[config.mk]
export PLATFORM = sky130hd
export DESIGN_NAME = atm_channel_sequencer
export DESIGN_NICKNAME = d
export VERILOG_FILES = /design/src/rtl/atm_channel_sequencer.sv
export SDC_FILE = /design/constraint.sdc
export NUM_CORES = 1
export LEC_CHECK = 0
export CORE_MARGIN = 2
export CORE_UTILIZATION = 40
export CTS_CLUSTER_DIAMETER = 120
export DETAILED_ROUTE_END_ITERATION = 8
export HOLD_SLACK_MARGIN = 0.1
export PLACE_DENSITY_LB_ADDON = 0.25
export SYNTH_ARGS = -nofsm -noshare
export SYNTH_HDL_FRONTEND = slang
export SYNTH_SLANG_ARGS = --single-unit
export TNS_END_PERCENT = 10
[constraint.sdc]
create_clock -name clk -period 2.27 [get_ports clk]
set_input_delay 0.227 -clock clk [delete_from_list [all_inputs] [get_ports clk]]
set_output_delay 0.227 -clock clk [all_outputs]
set_load 0.02 [all_outputs]
[src/rtl/atm_channel_sequencer.sv]
// Analog channel mux sequencer: walks the enabled channels (and an optional
// temperature slot), settles each one, then hands the captured sample downstream.
module atm_channel_sequencer #(
  parameter int DATA_W   = 16,
  parameter int SETTLE_W = 4
) (
  input  logic                clk,
  input  logic                resetn,
  input  logic                enable,
  input  logic [7:0]          chen,
  input  logic                tempen,
  input  logic [SETTLE_W-1:0] settle,
  output logic [7:0]          atmchsel,
  output logic                tempsel,
  input  logic [DATA_W-1:0]   mux_in,
  output logic [DATA_W-1:0]   sample_data,
  output logic [3:0]          sample_tag,
  output logic                sample_valid,
  input  logic                sample_ready,
  output logic                round_done
);

  typedef enum logic [1:0] {ST_IDLE, ST_SETTLE, ST_OUT} state_t;

  // Slot 0..7 is a channel, slot 8 is the temperature sensor.
  typedef struct packed {
    logic       found;
    logic [3:0] slot;
  } pick_t;

  localparam logic [3:0] TEMP_SLOT = 4'd8;

  function automatic pick_t lowest_slot(input logic [7:0] mask, input logic temp);
    pick_t p;
    p.found = temp;
    p.slot  = TEMP_SLOT;
    for (int i = 7; i >= 0; i--) begin
      if (mask[i]) begin
        p.found = 1'b1;
        p.slot  = 4'(i);
      end
    end
    return p;
  endfunction

  // Next slot later in the same round; found=0 means the current slot ends the round.
  function automatic pick_t higher_slot(input logic [3:0] cur, input logic [7:0] mask,
                                        input logic temp);
    pick_t p;
    p.found = temp && (cur != TEMP_SLOT);
    p.slot  = TEMP_SLOT;
    for (int i = 7; i >= 0; i--) begin
      if (mask[i] && (4'(i) > cur)) begin
        p.found = 1'b1;
        p.slot  = 4'(i);
      end
    end
    return p;
  endfunction

  function automatic logic [8:0] sel_of(input logic [3:0] slot);
    if (slot[3]) return 9'h100;
    return {1'b0, 8'b1 << slot[2:0]};
  endfunction

  state_t              state_q, state_d;
  logic [SETTLE_W-1:0] cnt_q, cnt_d;
  logic [3:0]          slot_q, slot_d;
  logic [8:0]          sel_d;
  logic [DATA_W-1:0]   data_d;
  logic [3:0]          tag_d;
  logic                valid_d, round_done_d;
  logic                load;
  logic [3:0]          load_slot;
  pick_t               first_p, next_p;

  always_comb begin
    // NOTE: every signal gets a default before the case so no path leaves it
    // unassigned; an unassigned path would infer a latch.
    first_p      = lowest_slot(chen, tempen);
    next_p       = higher_slot(slot_q, chen, tempen);
    state_d      = state_q;
    cnt_d        = cnt_q;
    slot_d       = slot_q;
    sel_d        = {tempsel, atmchsel};
    data_d       = sample_data;
    tag_d        = sample_tag;
    valid_d      = sample_valid;
    round_done_d = 1'b0;
    load         = 1'b0;
    load_slot    = slot_q;

    case (state_q)
      ST_IDLE: begin
        if (enable && first_p.found) begin
          load      = 1'b1;
          load_slot = first_p.slot;
        end
      end
      ST_SETTLE: begin
        if (!enable) begin
          state_d = ST_IDLE;
          sel_d   = '0;
        end else if (cnt_q != '0) begin
          cnt_d = cnt_q - SETTLE_W'(1);
        end else begin
          data_d  = mux_in;
          tag_d   = slot_q;
          valid_d = 1'b1;
          state_d = ST_OUT;
        end
      end
      ST_OUT: begin
        if (sample_ready) begin
          valid_d      = 1'b0;
          round_done_d = !next_p.found;
          // next_p.found implies first_p.found, so one test covers both.
          if (enable && first_p.found) begin
            load      = 1'b1;
            load_slot = next_p.found ? next_p.slot : first_p.slot;
          end else begin
            state_d = ST_IDLE;
            sel_d   = '0;
          end
        end
      end
      default: begin
        state_d = ST_IDLE;
        sel_d   = '0;
      end
    endcase

    // Config is only sampled here, so mid-slot changes land on the next slot.
    if (load) begin
      state_d = ST_SETTLE;
      slot_d  = load_slot;
      cnt_d   = settle;
      sel_d   = sel_of(load_slot);
    end
  end

  always_ff @(posedge clk or negedge resetn) begin
    if (!resetn) begin
      state_q      <= ST_IDLE;
      cnt_q        <= '0;
      slot_q       <= '0;
      atmchsel     <= '0;
      tempsel      <= 1'b0;
      sample_data  <= '0;
      sample_tag   <= '0;
      sample_valid <= 1'b0;
      round_done   <= 1'b0;
    end else begin
      // NOTE: non-blocking assignments so every register updates from
      // pre-edge values regardless of statement order.
      state_q      <= state_d;
      cnt_q        <= cnt_d;
      slot_q       <= slot_d;
      {tempsel, atmchsel} <= sel_d;
      sample_data  <= data_d;
      sample_tag   <= tag_d;
      sample_valid <= valid_d;
      round_done   <= round_done_d;
    end
  end

endmodule

# Yosys cells after proc, flatten, opt, wreduce, memory -nomap -nowiden

Index checks and enable logic that the tools add are counted.

Bits in registers: 41
Logic and storage cells: 102
Input port bits: 33

Bitwise operators: 1
Equal/unequal tests: 11
Shifts and indexed selects: 1
Magnitude comparators: 8
Reductions and logical operators: 22
Mux-type cells: 49
$add $sub $neg: 1

Operators with widths:

| cell                  | count |
|---|---|
| $mux W5               | 16 |
| $mux W9               | 6 |
| $mux W4               | 8 |
| $pmux W9 S3           | 1 |
| $gt A3 B4 Y1 const A  | 4 |
| $reduce_and A4 Y1     | 3 |
| $logic_and A1 B1 Y1   | 10 |
| $mux W2               | 5 |
| $mux W1               | 9 |
| $ne A3 B3 Y1 const B  | 3 |
| $gt A1 B4 Y1 const A  | 2 |
| $gt A2 B4 Y1 const A  | 2 |
| $ne A2 B2 Y1 const B  | 4 |
| $ne A4 B4 Y1 const B  | 2 |
| $pmux W4 S2           | 1 |
| $reduce_bool A2 Y1    | 4 |
| $shl A1 B3 Y8 const A | 1 |
| $pmux W2 S3           | 1 |
| $reduce_and A3 Y1     | 2 |
| $pmux W1 S2           | 2 |
| $reduce_bool A4 Y1    | 1 |
| $sub A4 B1 Y4 const B | 1 |
| $eq A2 B1 Y1 const B  | 1 |
| $eq A2 B2 Y1 const B  | 1 |
| 3 further kinds       | 3 |

# Logic depth before layout (Yosys ltp)

Gate-level depths: netlist (run 1).

Depth after elaboration: 18
Mapped depth: 9
Depth with buffers taken out: 8

# Worst setup path after synthesis (run 1)

OpenSTA, ideal clock, no wires.

Kind: reg2reg
Start point: reg slot_q[1]
End point: reg atmchsel[0]
Setup slack: 199 ps
Buffers on the path: 1
Setup time: 122 ps
Data arrival time: 1950 ps
Required time: 2148 ps
Stages on the path, launching flop included: 9
Clock period less this slack: 2071 ps
Cell sequence: dfrtp_1 -> buf_6 -> or4b_4 -> a22oi_2 -> nand4_1 -> a211oi_1 -> o21ai_1 -> o311a_4 -> a32o_1

Cells in the longest elaborated chain, start to end: 18

Ends and longest elaborated chain:

| element                                       | line   | RTL |
|---|---|---|
| start, declared                               | 68     | `logic [3:0] slot_q, slot_d;` |
| start signal, assigned                        | 158    | `slot_q <= slot_d;` |
| $gt A3 B4 Y1 or $ne A4 B4 Y1 (tied branches)  | 53, 50 |  |
| $logic_and A1 B1 Y1, on equally long branches | 53, 50 |  |
| $mux W5 (8 in a row)                          | 53     | `if (mask[i] && (4'(i) > cur)) begin` |
| $mux W4                                       | 120    | `load_slot = next_p.found ? next_p.slot : first_p.slot;` |
| $mux W4                                       | 118    | `if (enable && first_p.found) begin` |
| $mux W4                                       | 114    | `if (sample_ready) begin` |
| $pmux W4 S2 *                                 | 93     | `case (state_q)` |
| $mux W1                                       | 62     | `if (slot[3]) return 9'h100;` |
| $mux W1                                       | 134    | `if (load) begin` |
| $mux W9 *                                     | 63     | `return {1'b0, 8'b1 << slot[2:0]};` |
| $mux W9 *                                     | 134    |  |
| end signal, assigned                          | 159    | `{tempsel, atmchsel} <= sel_d;` |
| end, declared                                 | 13     | `output logic [7:0] atmchsel,` |

Every way passes the cells marked *; elsewhere a longest branch is shown, timed or not. The select of a mux whose other input is x is not followed.
A chain may end at the register's enable or synchronous reset.

# Final worst setup path (run 1)

Start point: in chen[3]
End point: reg atmchsel[1]

Cells in the longest elaborated chain, start to end: 13

Ends and longest elaborated chain:

| element              | line | RTL |
|---|---|---|
| start, declared      | 10   | `input logic [7:0] chen,` |
| $logic_and A1 B1 Y1  | 53   |  |
| $mux W5 (4 in a row) | 53   |  |
| $mux W4              | 120  |  |
| $mux W4              | 118  |  |
| $mux W4              | 114  |  |
| $pmux W4 S2          | 93   |  |
| $mux W1              | 62   |  |
| $mux W1              | 134  |  |
| $mux W9              | 63   |  |
| $mux W9              | 134  |  |

Several ways; a longest one is shown, not always the timed one. The select of a mux whose other input is x is not followed.

==> results of run 1 <==
worst max-delay path, cell delays in order:
cell	delay (ps)
clkdlybuf4s50_1	530
a21bo_1	240
a211o_1	340
nand4_1	220
a211oi_2	70
o21ai_1	180
o311a_4	280
clkinv_4	80
a32o_1	220
stage by stage:
stage	std cells	total power (uW)	utilization	setup TNS [ps]
2_1_floorplan	192	1925	-	0
3_3_place_gp	349	2608	0.5939	-890.6
3_5_place_dp	349	2639	0.5939	-1389
4_1_cts	358	3352	0.6223	0
5_1_grt	360	3547	0.6289	-247.8
6_report	360	3343	0.6289	0
final cells by class:
class / count / area (um2) / share of cell area
clock buffer: 5 / 68.82 / 0.02156
clock inverter: 3 / 65.06 / 0.02038
inverter: 11 / 46.29 / 0.01450
multi-input combinational: 133 / 999.7 / 0.3132
sequential: 41 / 1028 / 0.3222
tap: 70 / 87.58 / 0.02744
timing repair buffer: 97 / 895.9 / 0.2807
state kept, by name, indices dropped and copies added (netlist names), 2 cells and up:
signal	cells
atmchsel	8
cnt_q	4
sample_data	16
sample_tag	4
slot_q	4
state_q	2
synth_stat cells (2+ instances only):
cell	instances	area share
nor2_1	14	0.025
a21oi_1	5	0.012
buf_1	2	0.0036
o21ai_0	5	0.012
nand2b_1	5	0.015
a32o_1	6	0.029
nand4_1	2	0.0060
inv_1	9	0.016
xnor2_1	2	0.0084
nor2b_1	4	0.012
nor3_1	2	0.0048
o21ai_1	5	0.012
buf_2	3	0.0072
mux2_2	21	0.11
dfrtp_1	41	0.49
a211oi_1	3	0.011
nand3_1	6	0.014
a21o_1	2	0.0072
nand2_1	15	0.027
nor3b_1	4	0.014
and2_1	2	0.0060
power groups by stage:
stage          logic, uW  registers (uW)  clock network [uW]
2_1_floorplan        573            1350                   0
3_3_place_gp        1470            1130                   0
3_5_place_dp        1490            1140                   0
4_1_cts             1510            1140                 707
5_1_grt             1630            1170                 742
6_report            1510            1140                 688
logic make-up (layout without fill, tap and decap cells):
| group | count (synthesis) | count (layout) | synth area share |
|---|---|---|---|
| multiplexers | 21 | 21 | 0.1131 |
| adder cells (fa/ha/maj) | 1 | 1 | 0.005983 |
| flip-flops | 41 | 41 | 0.4907 |
| XOR/XNOR | 2 | 2 | 0.008380 |
| AO/OA/AOI/OAI | 45 | 45 | 0.1730 |
| AND/OR/NAND/NOR | 64 | 64 | 0.1688 |
| buffers and inverters | 18 | 116 | 0.04009 |
cells in the final DEF (no fill, tap or decap), types with 2 or more instances in the layout:
master / netlist / routed
a32o_1: 6 / 6
bufinv_16: 0 / 2
clkbuf_8: 0 / 5
dfrtp_1: 41 / 39
nand2b_1: 5 / 5
nor2b_1: 4 / 4
xnor2_1: 2 / 2
and2_1: 2 / 2
nand4_1: 2 / 2
buf_4: 0 / 32
mux2_2: 21 / 21
o21ai_1: 5 / 5
o21ai_0: 5 / 5
a211oi_1: 3 / 2
nand2_1: 15 / 15
a21oi_1: 5 / 5
clkdlybuf4s50_1: 0 / 62
nand3_1: 6 / 6
nor3b_1: 4 / 4
nor2_1: 14 / 13
a21o_1: 2 / 2
dfrtp_2: 0 / 2
inv_1: 9 / 9
nor3_2: 1 / 2
layer usage:
layer	share of wire	up-vias
li1	-	896
met1	0.44	900
met2	0.47	71
met3	0.077	8
met4	0.012	0
met5	0	-
what timing repair did:
action / 4_1_cts / 5_1_grt
hold endpoints to repair: 32 / 0
gates resized for setup: 0 / 5
endpoints found under the setup margin: 0 / 8
hold buffers: 1 / 0
setup buffers: 0 / 2
final timing paths:
path                                     startpoint                    endpoint  slack (ps)  depth (start not counted)
max                                         chen[3]     atmchsel[1]$_DFFE_PN0P_          50                          9
min                        sample_valid$_DFFE_PN0P_    sample_valid$_DFFE_PN0P_         480                          1
max reg2reg                   slot_q[1]$_DFFE_PN0P_     atmchsel[6]$_DFFE_PN0P_          70                          7
min reg2reg                sample_valid$_DFFE_PN0P_    sample_valid$_DFFE_PN0P_         480                          1
max in group asynchronous                    resetn       slot_q[1]$_DFFE_PN0P_        1050                          2
min in group asynchronous                    resetn  sample_data[8]$_DFFE_PN0P_         600                          2
==> flow_summary.toml, run 1 <==
[detailed_routing]
dr.pass1.iters = 4
ant_nets = 0
dr.first_iter.drc_count = 75
vias = 1875
drcViolationCount = 0
viasPerCell = 5.208
drt_wl_total_mm = 5.343
wl_per_cell_um = 14.84

[logic_synthesis]
syn-num-nets = 226
syn_inst = 192
seq_area_frac_synth = 0.4907
synth_edf_count = 0
ys_seq_elements = 41
synth.avg_cell_area_um2 = 10.89
synth_cell_types = 55
synthesis.area_mm2 = 0.002091
async_reset_ff_frac = 1.000
yosysWarnings = 0
synthFlopType = "dfrtp_1"

[clock_tree]
clk_latency_ps = 290
clk_pin_slew_worst_paths_ps = 80
ctsRootBufferMaster = "clkbuf_8"
cts_num_sinks = 41
htreeDepth = 2
cts_made_buffers = 5
cts_tree = "done"
clock_path_buffers = 2

[placement]
place_ws_ps = -220.1
placed_area_mm2 = 0.003014
hpwlAfterDp_mm = 3.959
portBuffers = 63
finalWeightedCongestion = 0.8843

[flow_run]
drv_cap = 0

[timing]
finalWorstSetupSlack_ps = 47.28
whs_ps = 482.2
finalCritPeriodShare = 0.9792
drv_slew = 0
min_period_ps = 2223
finalHoldViolations = 0
clock_skew_ps = 9.836
finalSetupViolCount = 0
worstMarginPinSlew_ps = 892.8
max_freq_mhz = 449.9
maxSlewHeadroom = 0.4048
rsz0062_at_grt = "yes"

[pwr]
swShare = 0.3415
p_clk_frac = 0.206
p_leak_uw = 0.001383
vdd_drop_max_v = 0.0006337
power_switching_uw = 1142
power_density_mw_per_mm2 = 1047
p_int_uw = 2201
p_seq_frac = 0.342
p_comb_frac = 0.452

[floorplanning]
die_area_mm2 = 0.005821
start_util = 0.4120
rows = 26
ioPinCount = 64
die_y_um = 76.30
core-area_mm2 = 0.005075
die_x_um = 76.30

[final_layout]
synthToLayoutAreaGrowth_pct = 52.66
num-fill-cells = 442
drive_above_1_share = 0.2793
finalInstanceArea_mm2 = 0.003192
n_antenna_cell = 0
nNetsFinal = 323

[worst_setup_path]
crit_required_ps = 2440
crit_path_start_kind = "primary input"
worstPathArrival_ps = 2400
worstPathMaxFanout = 6
end_kind = "flip-flop"
crit_type = "in -> reg"

[grt]
grt_use_met1 = 0.2440
track_usage = 0.1950
gr-max-usage-layer = "met2"
grt_pass1_vias = 1993
grt_use_met3 = 0.06872
use_met2 = 0.3124
grt_overflow = 0
antenna_found_initial = 0
grt_max_degree = 42
grt_pass1_wl_mm = 9.177

[worst_hold_path]
hold_class = "reg -> reg"

[run_status]
status = "completed"
No activity file was read; power rests on OpenSTA's default activity.
==> run 2, diff against run 1 <==
--- a/config.mk
+++ b/config.mk
@@ -6,7 +6,7 @@
 export NUM_CORES = 1
 export LEC_CHECK = 0
 export CORE_MARGIN = 2
-export CORE_UTILIZATION = 40
+export CORE_UTILIZATION = 47
 export CTS_CLUSTER_DIAMETER = 120
 export DETAILED_ROUTE_END_ITERATION = 8
 export HOLD_SLACK_MARGIN = 0.1
==> flow_summary.toml, run 2 (same netlist as run 1, synthesis figures left out) <==
[clock_tree]
htreeDepth = 2
cts_num_sinks = 41
ctsRootBufferMaster = "clkbuf_8"
clk_pin_slew_worst_paths_ps = 70
cts_made_buffers = 5
cts_tree = "done"
clk_latency_ps = 290
clock_path_buffers = 2

[worst_setup_path]
worstPathArrival_ps = 2360
path_cells = "clkdlybuf4s50_1, or4_4, nor3_4, or2_1, nand2_1, o311a_4, a32o_1"
worstPathMaxFanout = 5
reg2regPathDepth = 7
rrSetupSlack_ps = 100
cp_slowest_cell = "or4_4"
crit_required_ps = 2450
cpPeakStageDelay_ps = 570
end_kind = "flip-flop"
r2r-start = "slot_q[0]$_DFFE_PN0P_"
reg2reg_to = "atmchsel[4]$_DFFE_PN0P_"
critPathBufInv = 1
path_delay_family = "simple AND/OR/NAND/NOR gates"
crit_type = "in -> reg"
crit_path_start_kind = "primary input"

[detailed_routing]
dr.first_iter.drc_count = 89
drt_wl_total_mm = 5.146
dr.pass1.iters = 5
wl_per_cell_um = 14.92
viasPerCell = 5.449
drcViolationCount = 0
ant_nets = 0
vias = 1880

[final_layout]
final_cell_mix = "62 x clkdlybuf4s50_1, 41 x dfrtp_1, 35 x buf_4, 21 x mux2_2, 15 x nand2_1"
n_antenna_cell = 0
reg.largest.list = "sample_data (16), atmchsel (8)"
largest-register = "sample_data"
register_area_mm2 = 0.001026
synthToLayoutAreaGrowth_pct = 50.81
nNetsFinal = 327
largest_reg_flops = 16
num-fill-cells = 330
drive_above_1_share = 0.2730
stdcell_count = 345
multiInputGateArea_um2 = 999.7
final_common_cell = "clkdlybuf4s50_1"

[floorplanning]
rows = 24
core-area_mm2 = 0.004324
start_util = 0.4835
ioPinCount = 64
die_x_um = 70.70
die_y_um = 70.70
die_area_mm2 = 0.004998

[timing]
drv_slew = 0
finalCritPeriodShare = 0.9580
maxSlewHeadroom = 0.4010
fin_tns_setup_ps = 0
min_period_ps = 2175
worstMarginPinSlew_ps = 898.5
clock_skew_ps = 6.813
max_freq_mhz = 459.8
finalHoldViolations = 0
rsz0062_at_grt = "no"
finalSetupViolCount = 0

[grt]
grt_max_degree = 42
grt_overflow = 0
grt_pass1_vias = 1983
track_usage = 0.2234
grt_pass1_wl_mm = 8.866
antenna_found_initial = 0

[placement]
portBuffers = 63
finalWeightedCongestion = 0.9174
dp_cells = 335
hpwlAfterDp_mm = 3.922

[run_status]
status = "completed"

[worst_hold_path]
whs_path_depth = 1
min_to = "sample_valid$_DFFE_PN0P_"
hp-start = "sample_valid$_DFFE_PN0P_"
hold_class = "reg -> reg"

[pwr]
vdd_drop_max_v = 0.0007215
power_density_mw_per_mm2 = 991.2
p_leak_uw = 0.001387

[flow_run]
drv_cap = 0
run 2: cell types whose count changed in the layout (fill, tap and decap cells not counted), moves of 2 or more:
cell	delta
buf_4	+3
bufinv_16	-2
dfrtp_2	-2
dfrtp_1	+2
run 2: layout make-up:
| type | count | area share |
|---|---|---|
| tap | 52 | 0.02063 |
| multi-input combinational | 133 | 0.3171 |
| timing repair buffer | 101 | 0.2948 |
| inverter | 11 | 0.01468 |
| clock buffer | 7 | 0.02738 |
| sequential | 41 | 0.3254 |
run 2: what timing repair did:
action / in CTS / in global routing
hold buffers: 1 / 0
buffers inserted: 0 / 2
setup endpoints to repair: 0 / 6
gates resized for setup: 0 / 4
hold endpoints to repair: 41 / 0
run 2: worst max path at each step:
stage                          startpoint                       to  slack (ps)  depth (start not counted)
floorplan           slot_q[1]$_DFFE_PN0P_  atmchsel[0]$_DFFE_PN0P_         200                          8
global placement                  chen[3]  atmchsel[7]$_DFFE_PN0P_        -150                          9
detailed placement                chen[3]  atmchsel[6]$_DFFE_PN0P_        -210                          9
finish                            chen[3]  atmchsel[4]$_DFFE_PN0P_         100                          7
global route                      chen[3]  atmchsel[0]$_DFFE_PN0P_           4                          7
CTS                 slot_q[0]$_DFFE_PN0P_  atmchsel[4]$_DFFE_PN0P_          80                          7
run 2: stage by stage:
| stage | area (um2) | hold WS (ps) | power, uW | util | setup WS [ps] |
|---|---|---|---|---|---|
| after floorplan | 2091 | -68.59 | 1925 | - | 198.7 |
| after detailed placement | 3022 | 404.9 | 2638 | 0.6988 | -209.7 |
| after CTS | 3118 | 480.5 | 3122 | 0.7211 | 80.74 |
| after global routing | 3153 | 518.4 | 3314 | 0.7292 | 3.921 |
| final | 3153 | 473.3 | 3125 | 0.7292 | 95.34 |
| after global placement | 3022 | 402.8 | 2602 | 0.6988 | -154.1 |
run 2: power by group:
part	internal [uW]	switching [uW]	leakage, uW
combinational	792	735	0.000810
sequential	980	143	0.000533
clock	241	234	0.0000443
run 2: layer usage:
metal | vias to the layer above | wire length [um] | global-route usage
li1 | 906 | - | -
met1 | 899 | 2213 | 0.2845
met2 | 65 | 2496 | 0.3645
met3 | 10 | 336 | 0.06695
met4 | 0 | 99 | 0.07757
met5 | - | 0 | 0
